<file path="src/rtl/isp1362_avalon_bridge.sv">
// Avalon-MM slave that turns each 16-bit access into one timed ISP1362 CS/RD/WR bus cycle.
// Define ISP1362_BRIDGE_INT_SYNC_EN to pass the interrupt inputs through two-flop synchronizers.
module isp1362_avalon_bridge #(
    parameter int unsigned SETUP_CYC    = 1,
    parameter int unsigned STROBE_CYC   = 3,
    parameter int unsigned HOLD_CYC     = 1,
    parameter int unsigned RECOVERY_CYC = 4
) (
    input  logic        iCLK,
    input  logic        iRST_N,
    input  logic [1:0]  avs_address,
    input  logic        avs_chipselect,
    input  logic        avs_read,
    input  logic        avs_write,
    input  logic [15:0] avs_writedata,
    output logic [15:0] avs_readdata,
    output logic        avs_waitrequest,
    output logic        avs_irq,
    output logic [1:0]  oADDR,
    output logic        oCS_N,
    output logic        oRD_N,
    output logic        oWR_N,
    output logic [15:0] oDATA,
    input  logic [15:0] iDATA,
    input  logic        iINT0_N,
    input  logic        iINT1_N
);

    typedef enum logic [2:0] {
        StIdle,
        StSetup,
        StStrobe,
        StHold,
        StDone,
        StRecover
    } state_e;

    // Counter reload values: each phase lasts (load + 1) cycles.
    localparam logic [3:0] SetupLd    = 4'(SETUP_CYC - 1);
    localparam logic [3:0] StrobeLd   = 4'(STROBE_CYC - 1);
    localparam logic [3:0] HoldLd     = 4'(HOLD_CYC - 1);
    localparam logic [3:0] RecoveryLd = 4'(RECOVERY_CYC - 1);

    state_e     state_q;
    logic [3:0] cnt_q;
    logic       is_write_q;

    always_ff @(posedge iCLK or negedge iRST_N) begin
        if (!iRST_N) begin
            state_q         <= StIdle;
            cnt_q           <= 4'd0;
            is_write_q      <= 1'b0;
            oADDR           <= 2'd0;
            oDATA           <= 16'd0;
            oCS_N           <= 1'b1;
            oRD_N           <= 1'b1;
            oWR_N           <= 1'b1;
            avs_readdata    <= 16'd0;
            avs_waitrequest <= 1'b1;
        end else begin
            case (state_q)
                StIdle: begin
                    if (avs_chipselect && (avs_read || avs_write)) begin
                        oADDR      <= avs_address;
                        is_write_q <= avs_write;
                        if (avs_write) begin
                            oDATA <= avs_writedata;
                        end
                        oCS_N   <= 1'b0;
                        cnt_q   <= SetupLd;
                        state_q <= StSetup;
                    end
                end
                StSetup: begin
                    if (cnt_q == 4'd0) begin
                        oWR_N   <= ~is_write_q;
                        oRD_N   <= is_write_q;
                        cnt_q   <= StrobeLd;
                        state_q <= StStrobe;
                    end else begin
                        cnt_q <= cnt_q - 4'd1;
                    end
                end
                StStrobe: begin
                    if (cnt_q == 4'd0) begin
                        // Capture on the edge that ends the last strobe cycle.
                        if (!is_write_q) begin
                            avs_readdata <= iDATA;
                        end
                        oRD_N   <= 1'b1;
                        oWR_N   <= 1'b1;
                        cnt_q   <= HoldLd;
                        state_q <= StHold;
                    end else begin
                        cnt_q <= cnt_q - 4'd1;
                    end
                end
                StHold: begin
                    if (cnt_q == 4'd0) begin
                        oCS_N           <= 1'b1;
                        avs_waitrequest <= 1'b0;
                        state_q         <= StDone;
                    end else begin
                        cnt_q <= cnt_q - 4'd1;
                    end
                end
                StDone: begin
                    avs_waitrequest <= 1'b1;
                    if (RECOVERY_CYC == 0) begin
                        state_q <= StIdle;
                    end else begin
                        cnt_q   <= RecoveryLd;
                        state_q <= StRecover;
                    end
                end
                StRecover: begin
                    if (cnt_q == 4'd0) begin
                        state_q <= StIdle;
                    end else begin
                        cnt_q <= cnt_q - 4'd1;
                    end
                end
                default: begin
                    state_q <= StIdle;
                end
            endcase
        end
    end

`ifdef ISP1362_BRIDGE_INT_SYNC_EN
    logic [1:0] int0_sync_q;
    logic [1:0] int1_sync_q;

    always_ff @(posedge iCLK or negedge iRST_N) begin
        if (!iRST_N) begin
            int0_sync_q <= 2'b11;
            int1_sync_q <= 2'b11;
        end else begin
            int0_sync_q <= {int0_sync_q[0], iINT0_N};
            int1_sync_q <= {int1_sync_q[0], iINT1_N};
        end
    end

    assign avs_irq = ~int0_sync_q[1] | ~int1_sync_q[1];
`else
    // Interrupt inputs are assumed already synchronous to iCLK.
    assign avs_irq = ~iINT0_N | ~iINT1_N;
`endif

endmodule
</file>
<file path="config.mk">
export PLATFORM = sky130hd
export DESIGN_NAME = isp1362_avalon_bridge
export DESIGN_NICKNAME = d
export VERILOG_FILES = /design/src/rtl/isp1362_avalon_bridge.sv
export SDC_FILE = /design/constraint.sdc
export NUM_CORES = 1
export LEC_CHECK = 0
export BUFFER_PORTS_ARGS = -buffer_cell sky130_fd_sc_hd__buf_2
export CORE_ASPECT_RATIO = 0.75
export CORE_MARGIN = 3
export CORE_UTILIZATION = 52
export CTS_CLUSTER_SIZE = 30
export DETAILED_ROUTE_END_ITERATION = 8
export HOLD_SLACK_MARGIN = 0.05
export PLACE_DENSITY = 0.85
export SLEW_MARGIN = 10
export SYNTH_ARGS = -nofsm -noshare
export SYNTH_HDL_FRONTEND = slang
export SYNTH_SLANG_ARGS = --single-unit
</file>
<file path="constraint.sdc">
create_clock -name iCLK -period 6.01 [get_ports iCLK]
set_clock_uncertainty 0.05 [all_clocks]
set_input_delay 0.601 -clock iCLK [delete_from_list [all_inputs] [get_ports iCLK]]
set_output_delay 0.601 -clock iCLK [all_outputs]
set_load 0.01 [all_outputs]
</file>
==> flow_summary.ini <==
[run_status]
status = completed

[die]
fp.dieW_um = 78.29
dieArea_um2 = 4715
io_pins = 80
core_um2 = 3709
start_util_pct = 54.96
die_y_um = 60.22
rows = 19

[timing]
rsz0062_at_grt = false
tightest_slew_ns = 0.9539
finalCritPeriodShare_pct = 38.36
setup_tns_ns = 0
whs_ns = 0.4044
fin_crit_ns = 2.305
finalSetupViolations = 0
max_slew_margin_pct = 36.41
hold_viol_final = 0
slew_viol_final = 0
fmax_ghz = 0.4338

[clocking]
ctsHtreeMaxLevel = 2
cts_setup_buffers = 0
cts.path.max_buffers = 2
cts_buffers = 5
ctsHoldBuffers = 0
clk_latency_ns = 0.29
clk_pin_slew_worst_paths_ns = 0.08
cts_resized = 0
cts_root_buf = clkbuf_8
cts_tree = yes
cts.sinks = 46

[place]
dp_hpwl_um = 3064
place.gp.congestion = 0.8700
post_dp_cell_area_um2 = 2447
port_buffers = 79

[layout]
multi_input_area_um2 = 804.5
n_antenna_cell = 0
num-fill-cells = 309
stdcell_area_um2 = 2542
area_growth_pct = 24.74
final_cell_mix = buf_2 (79), dfrtp_1 (42), mux2_2 (22)
layout_commonest_cell = buf_2
regArea_um2 = 1156
drive_above_1_share_pct = 54.43
fin_nets = 279
finish.utilization_pct = 68.56

[logic_synthesis]
syn-mean-instance-area_um2 = 12.98
yosys.area.top_type = dfrtp_1
syn_inst = 157
synth_area_um2 = 2038
synth_edf_count = 0
synth_top_area_share_pct = 51.57
ys.flop_type = dfrtp_1
yosysUniqueCellTypes = 36
synth-seq-cells = 46
synth_area_leaders = dfrtp_1 (52%), mux2_2 (12%), mux2_4 (7.4%)
ys_seq_area_share_pct = 56.72
async_flop_share_pct = 100.0
syn_nets = 200
yosysWarnings = 0

[global_route]
grt_remaining_overflow = 0
grt_antenna_before_repair = 0
grt_pass1_vias = 1516
grt_max_degree = 47
grt_pass1_wl_um = 6713
grt_use_total_pct = 18.63

[detailed_routing]
firstDrtPassIters = 5
drt_wl_total_um = 4086
vias = 1512
ant_nets = 0
wire_per_inst_um = 14.14
vias_per_cell = 5.232
first_iter_violations = 79
drc = 0

[setup_path]
regToRegSetupSlack_ns = 3.70
crit_path_end = avs_readdata[1]
cp_max_fo = 16
critPathLaunch = cnt_q[0]
worstRegToRegCells = 6
r2r-start = cnt_q[0]
arrival_ns = 2.43
r2r_end = avs_readdata[1]
required_ns = 6.13
crit_type = flop to flop
end_kind = flop
startpoint_type = flop

[pwr]
p_leak_nw = 1.269
ir_drop_mv = 0.3047
total_power_w = 0.001347
power_density_nw_per_um2 = 530.0

[min_path]
min-delay-path-class = input port to async pin

[job]
cap_violations = 0
[worst max-delay path, stage by stage, from the launching register on]
cell and delay, ns:
dfrtp_1 0.43, inv_1 0.12, ha_1 0.17, nor3b_4 0.37, nand2_2 0.10, or4_4 0.59, mux2_4 0.35
[sequential cells by signal, summed over array words and instances, names as in the netlist]
name	count
cnt_q	4
oADDR	2
oRD_N	1
is_write_q	1
oWR_N	1
oCS_N	1
oDATA	16
avs_readdata	16
state_q	3
avs_waitrequest	1
[how the worst min path moves through the flow]
stage,startpoint,endpoint,slack (ns),cells after the start
5_1_grt,avs_writedata[3],oDATA[3],0.46,2
6_report,iRST_N,oDATA[0],0.40,1
3_5_place_dp,oCS_N,oCS_N,0.42,2
4_1_cts,oCS_N,oCS_N,0.43,2
2_1_floorplan,iRST_N,avs_readdata[0],0.26,0
3_3_place_gp,oDATA[3],oDATA[3],0.42,1
[kinds of logic (layout without fill, tap and decap cells)]
family / count (synthesis) / count (layout) / share of synthesized area, %
AND/OR/NAND/NOR: 32 / 32 / 8.717
XOR/XNOR: 1 / 1 / 0.4298
multiplexers: 35 / 35 / 21.12
AO/OA/AOI/OAI: 27 / 27 / 7.980
adder cells (fa/ha/maj): 2 / 2 / 1.228
buffers and inverters: 14 / 94 / 3.806
flip-flops: 46 / 46 / 56.72
[area by class of cell]
class | instances | area share (%)
clock inverter | 2 | 0.4921
multi-input combinational | 97 | 31.64
tap | 52 | 2.559
inverter | 7 | 1.033
sequential | 46 | 45.47
clock buffer | 6 | 3.248
timing repair buffer | 79 | 15.55
[routing by layer]
metal	share of wire, %	up-vias	routed length (um)	track usage [%]
li1	-	714	-	-
met1	43	732	1775	24.32
met2	47	62	1939	29.51
met3	8.1	4	330	6.024
met4	1.0	0	41	6.733
met5	0	-	0	0
[cells in the mapped netlist, types with 2 or more instances]
library cell   n
o22ai_1        3
mux2_1         2
dfrtp_1       42
ha_1           2
inv_1          7
nor3_1         5
dfstp_2        4
mux2_2        22
a211oi_1       2
mux2_4        10
nand3_1        2
nand2_1        8
nor2_1         8
o21ai_0        7
a21oi_1        9
nor4_1         2
clkbuf_1       3
[report_power, final]
part / total (W) / internal (W) / switching [W]
Combinational: 0.000568 / 0.000295 / 0.000273
Sequential: 0.000589 / 0.000467 / 0.000122
Clock: 0.000191 / 0.0000924 / 0.0000981
[through the flow]
stage,cells,setup WS [ns]
2_1_floorplan,157,3.823
3_3_place_gp,281,3.717
3_5_place_dp,281,3.638
4_1_cts,289,3.699
5_1_grt,289,3.558
6_report,289,3.705
No activity file was read; power rests on OpenSTA's default activity.
